--- src/rtl/pipe_pkg.sv ---
// rtl/pipe_pkg.sv - shared widths and ctrl-bundle field indices for the 5-stage pipe registers
package pipe_pkg;

    // Payload widths per stage boundary
    localparam int IFID_DATA_W  = 64;
    localparam int IDEX_DATA_W  = 64;
    localparam int EXMEM_DATA_W = 64;
    localparam int MEMWB_DATA_W = 64;

    localparam int IFID_CTRL_W  = 8;
    localparam int IDEX_CTRL_W  = 8;
    localparam int EXMEM_CTRL_W = 8;
    localparam int MEMWB_CTRL_W = 8;

    // Bit positions inside the ctrl bundle
    localparam int CTRL_REG_WR  = 0;
    localparam int CTRL_MEM2REG = 1;
    localparam int CTRL_JAL     = 2;
    localparam int CTRL_BR      = 3;

endpackage

--- src/rtl/ff_en.sv ---
// rtl/ff_en.sv - enabled register with synchronous active-high clear
module ff_en #(
    parameter int W = 1
) (
    input  logic         clk,
    input  logic         rst,
    input  logic         en,
    input  logic [W-1:0] d,
    output logic [W-1:0] q
);

    always_ff @(posedge clk) begin
        if (rst) begin
            q <= '0;
        end else if (en) begin
            q <= d;
        end
    end

endmodule

--- src/rtl/pipe_stage_reg.sv ---
// rtl/pipe_stage_reg.sv - valid/ready pipeline register with flush, optional skid entry and stall counter
module pipe_stage_reg
    import pipe_pkg::*;
#(
    parameter int DATA_W = IDEX_DATA_W,
    parameter int CTRL_W = IDEX_CTRL_W,
    parameter bit SKID   = 1'b1,
    parameter int CNT_W  = 16
) (
    input  logic              clk,
    input  logic              rst,
    input  logic              in_valid,
    output logic              in_ready,
    input  logic [DATA_W-1:0] in_data,
    input  logic [CTRL_W-1:0] in_ctrl,
    input  logic              flush,
    output logic              out_valid,
    input  logic              out_ready,
    output logic [DATA_W-1:0] out_data,
    output logic [CTRL_W-1:0] out_ctrl,
    output logic [CNT_W-1:0]  stall_cnt
);

    localparam logic [CNT_W-1:0] CNT_MAX = '1;

    logic              main_valid;
    logic              skid_valid;
    logic [DATA_W-1:0] skid_data;
    logic [CTRL_W-1:0] skid_ctrl;
    logic              in_xfer;
    logic              out_xfer;
    logic              load_in;
    logic              load_skid;
    logic              main_en;
    logic              ctrl_clr;
    logic [DATA_W-1:0] main_data_d;
    logic [CTRL_W-1:0] main_ctrl_d;

    assign out_valid = main_valid;
    assign in_xfer   = in_valid & in_ready;
    assign out_xfer  = main_valid & out_ready;
    assign ctrl_clr  = rst | flush;

    // Skid refill and direct input load are mutually exclusive: in_ready is low while skid is held
    assign load_skid = skid_valid & out_ready & ~flush;
    assign load_in   = in_xfer & (~main_valid | out_ready) & ~flush;
    assign main_en   = load_in | load_skid;

    assign main_data_d = load_skid ? skid_data : in_data;
    assign main_ctrl_d = main_en ? (load_skid ? skid_ctrl : in_ctrl) : '0;

    ff_en #(.W(DATA_W)) u_main_data (
        .clk (clk),
        .rst (rst),
        .en  (main_en),
        .d   (main_data_d),
        .q   (out_data)
    );

    // Ctrl is rewritten with zero whenever the entry drains, so a bubble never carries live controls
    ff_en #(.W(CTRL_W)) u_main_ctrl (
        .clk (clk),
        .rst (ctrl_clr),
        .en  (main_en | out_xfer),
        .d   (main_ctrl_d),
        .q   (out_ctrl)
    );

    always_ff @(posedge clk) begin
        if (rst || flush) begin
            main_valid <= 1'b0;
        end else if (main_en) begin
            main_valid <= 1'b1;
        end else if (out_xfer) begin
            main_valid <= 1'b0;
        end
    end

    generate
        if (SKID) begin : g_skid
            logic skid_load;

            assign skid_load = in_xfer & main_valid & ~out_ready & ~flush;
            assign in_ready  = ~skid_valid;

            ff_en #(.W(DATA_W)) u_skid_data (
                .clk (clk),
                .rst (rst),
                .en  (skid_load),
                .d   (in_data),
                .q   (skid_data)
            );

            ff_en #(.W(CTRL_W)) u_skid_ctrl (
                .clk (clk),
                .rst (ctrl_clr),
                .en  (skid_load),
                .d   (in_ctrl),
                .q   (skid_ctrl)
            );

            always_ff @(posedge clk) begin
                if (rst || flush) begin
                    skid_valid <= 1'b0;
                end else if (skid_load) begin
                    skid_valid <= 1'b1;
                end else if (load_skid) begin
                    skid_valid <= 1'b0;
                end
            end
        end else begin : g_no_skid
            assign skid_valid = 1'b0;
            assign skid_data  = '0;
            assign skid_ctrl  = '0;
            assign in_ready   = out_ready | ~main_valid;
        end
    endgenerate

    always_ff @(posedge clk) begin
        if (rst) begin
            stall_cnt <= '0;
        end else if (main_valid && !out_ready && !flush && stall_cnt != CNT_MAX) begin
            stall_cnt <= stall_cnt + 1'b1;
        end
    end

endmodule
--- config.mk ---
export PLATFORM = sky130hd
export DESIGN_NAME = pipe_stage_reg
export DESIGN_NICKNAME = d
export VERILOG_FILES = /design/src/rtl/pipe_pkg.sv /design/src/rtl/ff_en.sv /design/src/rtl/pipe_stage_reg.sv
export SDC_FILE = /design/constraint.sdc
export NUM_CORES = 1
export LEC_CHECK = 0
export BUFFER_PORTS_ARGS = -buffer_cell sky130_fd_sc_hd__buf_4
export CELL_PAD_IN_SITES_DETAIL_PLACEMENT = 0
export CELL_PAD_IN_SITES_GLOBAL_PLACEMENT = 1
export CORE_UTILIZATION = 35
export CTS_CLUSTER_DIAMETER = 80
export DETAILED_ROUTE_END_ITERATION = 6
export PLACE_DENSITY = 0.81
export SETUP_SLACK_MARGIN = 0.1
export SYNTH_ARGS = -nofsm -noshare
export SYNTH_HDL_FRONTEND = slang
export SYNTH_SLANG_ARGS = --single-unit
--- constraint.sdc ---
create_clock -name clk -period 2 [get_ports clk]
set_clock_uncertainty 0.1 [all_clocks]
set_input_delay 0.4 -clock clk [delete_from_list [all_inputs] [get_ports clk]]
set_output_delay 0.4 -clock clk [all_outputs]
set_load 0.005 [all_outputs]
; ---- Word level (Yosys, flattened, before mapping)
; Index checks and enable logic that the tools add are counted.
[word_totals]
n_memories = 0
input_bits = 77
latch_bits = 0
output_inout_bits = 90
ramBits = 0
register_bits = 162
romBits = 0
[classes]
n_mux = 7
addsub = 1
n_eq_ne = 1
bitwise = 17
reduce_logical = 8
shift = 0
n_lt_le_gt_ge = 0
n_mul = 0
n_div = 0
[op_table]
columns = cell, n
row1 = 64-bit two-way mux, 1
row2 = 16-bit by 1-bit adder with 16-bit output (second input constant), 1
row3 = 8-bit two-way mux, 2
row4 = 16-bit != test (second input constant), 1
row5 = 1-bit AND, 9
row6 = 1-bit two-way mux, 4
row7 = 1-bit inverter, 4
row8 = 1-bit bitwise OR, 4
row9 = 2-bit nonzero test, 2
row10 = 1-bit logical AND, 3
row11 = 1-bit logical NOT, 2
row12 = 1-bit logical OR, 1

; ---- Depth between registers and ports, before layout
; Gate-level depths: netlist (run 1).
[logic_depth]
ltp_word = 6
mapped_depth = 7

; ---- Cells and area by module
; Synthesis (run 1) repeated with hierarchy kept, for this count alone.
[hier_totals]
hier_cells = 813
hier_area_um2 = 6982.9
[by_module_without_submodules]
columns = module, instances, cells_each, seq_area_each_um2, area_each_um2
row1 = ff_en (g_skid.u_skid_data ...), 2, 206, 1281.2, 2290.9
row2 = pipe_stage_reg, 1, 349, 360.3, 1830.5
row3 = ff_en (g_skid.u_skid_ctrl ...), 2, 26, 160.2, 285.3

; ---- Worst setup path before layout (run 1)
; OpenSTA, ideal clock, no wires.
[synth_path]
kind = input to register
from = input out_ready
to = register stall_cnt[8]
setup_slack_ps = -10
cell_stages = 5
arrival_time_ps = 1839
setup_time_ps = 70
path_cell_list = buf_2 -> or3b_4 -> or2_1 -> or4_1 -> a21oi_1
[synth_between]
elab_chain_len = 4
[synth_rtl]
columns = element, line
row1 = start: declaration, pipe_stage_reg.sv:18  ; input logic out_ready,
row2 = 1-bit logical NOT, pipe_stage_reg.sv:122  ; end else if (main_valid && !out_ready && !flush && stall_cnt != CNT_MAX) begin
row3 = 1-bit logical AND (3 in a row), pipe_stage_reg.sv:122
row4 = end signal: assignment, pipe_stage_reg.sv:123  ; stall_cnt <= stall_cnt + 1'b1;
row5 = end: declaration, pipe_stage_reg.sv:21  ; output logic [CNT_W-1:0] stall_cnt
; No other way between the ends.
; A chain may end at the register's enable or synchronous reset.

; ---- Worst setup path in the final report (run 1)
[layout_path]
from = register main_valid, in the netlist out_valid
to = register stall_cnt[14]
[layout_between]
elab_chain_len = 3
[layout_rtl]
columns = element, line
row1 = start: declaration, pipe_stage_reg.sv:26  ; logic main_valid;
row2 = start signal: assignment, pipe_stage_reg.sv:71  ; main_valid <= 1'b0;
row3 = start signal: assignment, pipe_stage_reg.sv:73  ; main_valid <= 1'b1;
row4 = start signal: assignment, pipe_stage_reg.sv:75  ; main_valid <= 1'b0;
row5 = 1-bit logical AND (3 in a row), pipe_stage_reg.sv:122
; No other way between the ends.

==> results of run 1 <==
-- area by class of cell --
type                            instances  area, sq um  area share
Inverter                                5        18.77    0.002126
Sequential cell                       162         3243      0.3673
Timing Repair Buffer                  193         1587      0.1797
Clock inverter                         11        127.6     0.01446
Tap cell                              229        286.5     0.03245
Clock buffer                           21        480.5     0.05442
Multi-Input combinational cell        530         3085      0.3495
-- through the flow --
stage | hold slack [ps] | TNS [ps]
2_1_floorplan | 333.8 | 0
3_3_place_gp | 339.5 | -10.12
3_5_place_dp | 345.6 | -57.44
4_1_cts | 118.1 | 0
5_1_grt | 126.4 | 0
6_report | 140.2 | 0
-- sequential cells by signal, summed over array words and instances (netlist names) --
name and cells:
g_skid.u_skid_ctrl.q 8, g_skid.u_skid_data.q 64, out_valid 1, skid_valid 1, stall_cnt 16, u_main_ctrl.q 8
u_main_data.q 64
-- how the worst max path moves through the flow --
stage                             from             to  slack (ps)
after floorplan              out_ready   stall_cnt[8]          70
after global placement           flush   stall_cnt[8]         -10
after detailed placement         flush  stall_cnt[14]         -40
after CTS                    out_valid  stall_cnt[14]         140
after global routing      stall_cnt[0]   stall_cnt[7]         100
final                        out_valid  stall_cnt[14]         170
-- metal layers --
metal | up-vias | track usage | wire (microns)
met5 | - | 0 | 0
li1 | 2957 | - | -
met1 | 2625 | 0.2132 | 7526
met4 | 0 | 0.06374 | 294
met2 | 125 | 0.2738 | 7447
met3 | 18 | 0.06043 | 1182
-- placed cells by master, fill, tap and decap left out, types with 4 or more instances in the layout --
| master | count |
|---|---|
| o31ai_1 | 11 |
| inv_1 | 5 |
| buf_4 | 182 |
| or3_1 | 5 |
| buf_12 | 11 |
| nand3_1 | 13 |
| or4_1 | 9 |
| nor2_1 | 67 |
| a21oi_1 | 96 |
| mux2_2 | 9 |
| mux2i_1 | 65 |
| clkbuf_8 | 4 |
| nand2_1 | 159 |
| clkbuf_16 | 17 |
| a211oi_1 | 64 |
| dfxtp_1 | 162 |
-- worst register-to-register path, cell delays in order (launching register included) --
cell,delay (ps)
dfxtp_1,350
or3b_4,420
or2_4,270
or4_1,490
a21oi_2,140
-- cells by family after synthesis --
group	after synthesis
multiplexers	74
buffers and inverters	65
AND/OR/NAND/NOR	276
flip-flops	162
adder cells (fa/ha/maj)	1
AO/OA/AOI/OAI	179
-- power by group --
| group | leakage, nW | internal, mW | switching (mW) | total, mW |
|---|---|---|---|---|
| combinational | 2.16 | 0.338 | 0.301 | 0.638 |
| clock | 0.292 | 1.98 | 1.33 | 3.31 |
| sequential | 1.32 | 3.33 | 0.0549 | 3.39 |
| total | 3.77 | 5.65 | 1.68 | 7.33 |
-- what timing repair did --
action	in CTS	in global routing
buffers inserted	0	0
endpoints found under the setup margin	0	2
resized for setup	0	2
==> results.yml, run 1 <==
die:
  initial_core_util: 0.3601
  ios: 167
  chipWidth_microns: 138.6
  die_h_microns: 138.6
  die_area_sq_um: 19220
  rows: 49
  coreArea_sq_um: 18150
cells_and_area:
  final_cells: 1151
  nNetsFinal: 987
  area_growth_pct: 35.09
  post-route-util: 0.4865
  antenna_cells: 0
  finalInstanceArea_sq_um: 8828
  fillCellCount: 1790
  drive_gt1_frac: 0.2646
setup_path:
  critical-path-top-delay-family: "simple AND/OR/NAND/NOR gates"
  path_class: "flip-flop to flip-flop"
  r2r_cells: 4
  crit_chain: "or3b_4, or2_4, or4_1, a21oi_2"
  cpMaxStageDelayCell: "or4_1"
  critPathMaxStageDelay_ps: 490
  path_depth: 4
  critPathMaxFanout: 6
  cp_num_buf_inv: 0
  r2r_setup_slack_ps: 170
  r2r-end: "stall_cnt[14]"
  worstSetupStartpointType: "flip-flop"
  cp.required_ps: 2250
  end_kind: "flip-flop"
  reg2reg_from: "out_valid"
  worstPathArrival_ps: 2070
synth:
  synth_compound_area_frac: 0.1685
  ys_types: 35
  syn-cell-area_sq_um: 6535
  synth_flop_cell: "dfxtp_1"
  synth_area_per_cell_sq_um: 8.633
  synth_top_area_frac: 0.4963
  async_reset_ff_frac: 0
  synth.largest_area_cell: "dfxtp_1"
  seq_area_frac_synth: 0.4963
  synth_simple_gate_area_frac: 0.1786
  synth_edf_count: 0
  synth_nets: 835
  synthTopCellsByCount: "162 x dfxtp_1, 159 x nand2_1, 97 x a21oi_1"
  synth_mux_area_frac: 0.1151
  ys_warn_count: 0
  yosysMostFrequentCell: "dfxtp_1"
  synthXorXnorAreaFrac: 0
  synth_top_family_by_area: "simple AND/OR/NAND/NOR gates"
  synth_area_leaders: "dfxtp_1 50%, mux2i_1 10%, nand2_1 9.1%, a21oi_1 7.4%, a211oi_1 7.4%"
  synth_fa_ha_area_frac: 0.001915
  ys_ff_latch: 162
  synthCells: 757
sta:
  fmax_ghz: 0.5478
  fin_crit_sh: 0.9127
  final-setup-viol-count: 0
  hold_viol: 0
  setup_slack_ps: 174.6
  rsz0062_at_grt: "yes"
  maxSlewHeadroom: 0.6290
  tightestPinTransition_ps: 552.2
  period_needed_ps: 1825
  drv_slew: 0
detailed_routing:
  num_vias: 5725
  drt_iter0_drc: 233
  drc: 11
  wl_per_cell_microns: 14.29
  routed_via_density: 4.974
  detail-route-antenna-nets: 0
  firstDrtPassIters: 6
  wl_mm: 16.45
run_status:
  violations: "DRC"
  status: "complete, but fails checks"
cts:
  cts_buffers: 17
  clock_latency_ps: 410
  cts_buffer_depth: 2
  clock-root-buffer: "clkbuf_16"
  postCtsHoldBufs: 0
  htree_levels: 4
  numClockSinks: 162
  cts_tree: "done"
  clkTransAtPathRegs_ps: 60
placement:
  dp_hpwl_mm: 10.53
  portBuffers: 166
  dp_worst_setup_slack_ps: -43.17
  dp.cells: 1119
  place.gp.congestion: 0.7403
  place_area_sq_um: 8210
global_routing:
  grt_overflow: 0
  grt_pass1_wl_mm: 26.88
  grt_pass1_vias: 5385
  antenna_found_initial: 0
  track_usage: 0.1716
  grt_max_degree: 79
min_path:
  min_path_type: "input port to flip-flop"
  hold_start: "in_data[20]"
  hold-path-endpoint: "g_skid.u_skid_data.q[20]"
  holdPathStages: 3
power:
  p_per_area_nw_per_um2: 830.2
  power_mw: 7.330
  power.leakage_nw: 3.767
  ir_drop_mv: 0.5604
run:
  drv_cap: 0
No activity file was read; power rests on OpenSTA's default activity.
==> inputs of run 2 (changes only) <==
--- a/config.mk
+++ b/config.mk
@@ -6,12 +6,15 @@
 export NUM_CORES = 1
 export LEC_CHECK = 0
 export BUFFER_PORTS_ARGS = -buffer_cell sky130_fd_sc_hd__buf_4
+export CAP_MARGIN = 20
 export CELL_PAD_IN_SITES_DETAIL_PLACEMENT = 0
 export CELL_PAD_IN_SITES_GLOBAL_PLACEMENT = 1
 export CORE_UTILIZATION = 35
 export CTS_CLUSTER_DIAMETER = 80
 export DETAILED_ROUTE_END_ITERATION = 6
+export MAX_ROUTING_LAYER = met4
 export PLACE_DENSITY = 0.81
+export REMOVE_ABC_BUFFERS = 1
 export SETUP_SLACK_MARGIN = 0.1
 export SYNTH_ARGS = -nofsm -noshare
 export SYNTH_HDL_FRONTEND = slang
==> run 2 against run 1 <==
Net effect:
- the flow still finishes with violations (DRC)
- maximum frequency decreased by 0.14%
- critical endpoint is now stall_cnt[6]
- flip-flop and latch count unchanged
- sequential power about the same
- die area unchanged
- first-iteration DRC count increased by 18%
==> results.yml, run 2 (synthesis gave the netlist of run 1 again) <==
placement:
  dp_hpwl_mm: 10.99
  place.gp.congestion: 0.8006
  dp_worst_setup_slack_ps: -65.41
  portBuffers: 166
  place_area_sq_um: 8292
  dp.cells: 1125
setup_path:
  crit_chain: "or3b_4, or2_4, or4_1, a21oi_1"
  cp.required_ps: 2250
  cpMaxStageDelayCell: "or4_1"
  worstPathArrival_ps: 2080
  path_class: "flip-flop to flip-flop"
  critPathMaxStageDelay_ps: 500
  r2r_setup_slack_ps: 170
  critPathMaxFanout: 6
  critical-path-top-delay-family: "simple AND/OR/NAND/NOR gates"
  end_kind: "flip-flop"
  cp_num_buf_inv: 0
  worstSetupStartpointType: "flip-flop"
global_routing:
  grt_pass1_vias: 5046
  grt_overflow: 0
  track_usage: 0.1787
  grt_max_degree: 74
  antenna_found_initial: 0
  grt_pass1_wl_mm: 26.61
detailed_routing:
  detail-route-antenna-nets: 0
  wl_per_cell_microns: 14.32
  wl_mm: 16.55
  routed_via_density: 4.935
  num_vias: 5705
  drt_iter0_drc: 275
  drc: 15
  firstDrtPassIters: 7
sta:
  tightestPinTransition_ps: 608.1
  fmax_ghz: 0.5470
  final-setup-viol-count: 0
  period_needed_ps: 1828
  hold_viol: 0
  finalSetupTns_ps: 0
  maxSlewHeadroom: 0.5915
  fin_crit_sh: 0.9140
  drv_slew: 0
  hold_slack_ps: 135.2
  rsz0062_at_grt: "yes"
  setup_slack_ps: 172.0
die:
  ios: 167
  die_area_sq_um: 19220
  chipWidth_microns: 138.6
  rows: 49
  die_h_microns: 138.6
  initial_core_util: 0.3601
  coreArea_sq_um: 18150
cells_and_area:
  post-route-util: 0.4902
  area_growth_pct: 36.13
  nNetsFinal: 993
  drive_gt1_frac: 0.2654
  finalInstanceArea_sq_um: 8896
  final_cell_mix: "184 x buf_4, 161 x dfxtp_1, 159 x nand2_1"
  mostFrequentLayoutCell: "buf_4"
  reg.largest.list: "g_skid.u_skid_data.q: 64 flops, u_main_data.q: 64 flops, stall_cnt: 16 flops"
  antenna_cells: 0
  final_cells: 1156
cts:
  clkTransAtPathRegs_ps: 60
  clock-root-buffer: "clkbuf_16"
  cts_tree: "done"
  cts_buffer_depth: 2
  clock_latency_ps: 410
  htree_levels: 4
  postCtsSetupRepairBufs: 0
  numClockSinks: 162
  cts_buffers: 17
power:
  p_per_area_nw_per_um2: 819.5
  ir_drop_mv: 0.5930
  power_mw: 7.291
  power.leakage_nw: 3.799
min_path:
  min_path_type: "input port to flip-flop"
run_status:
  violations: "DRC"
  status: "complete, but fails checks"
run:
  drv_cap: 0
## run 2: cell types whose count changed in the layout (fill, tap and decap cells not counted), sizes merged
cell / change
clkinv: -3
clkbuf: +2
buf: +6
## run 2: repair_timing
| item | CTS | global route |
|---|---|---|
| hold buffers | 0 | 0 |
| endpoints found under the setup margin | 0 | 11 |
| gates resized for setup | 0 | 4 |
| hold endpoints to repair | 0 | 0 |
## run 2: worst paths after layout
kind                       startpoint                       end  cells past startpoint
min reg2reg  g_skid.u_skid_data.q[29]  g_skid.u_skid_data.q[29]                      2
max                         out_valid              stall_cnt[6]                      4
min                       in_data[24]  g_skid.u_skid_data.q[24]                      3
max reg2reg                 out_valid              stall_cnt[6]                      4
## run 2: routing by layer
layer	wire length (microns)	track usage
met5	0	-
met4	308	0.06959
met3	734	0.03557
met2	7516	0.2704
met1	7991	0.2344
## run 2: final cells by class
| type | count | area, sq um |
|---|---|---|
| repair buffers | 199 | 1682 |
| inverters | 5 | 18.77 |
| multi-input cells | 530 | 3075 |
| well taps | 229 | 286.5 |
| clock inverters | 8 | 101.3 |
| clock buffers | 23 | 488.0 |
| flip-flops and latches | 162 | 3244 |
| fillers | 1786 | 9251 |
## run 2: where the power goes
group | switching (mW) | internal (mW) | total, mW
Combinational | 0.302 | 0.344 | 0.646
Clock | 1.29 | 1.97 | 3.26
Sequential | 0.0570 | 3.33 | 3.39
## run 2: worst min-delay path, stage by stage
cell,delay (ps)
buf_4,110
nand2_1,50
a21oi_1,50
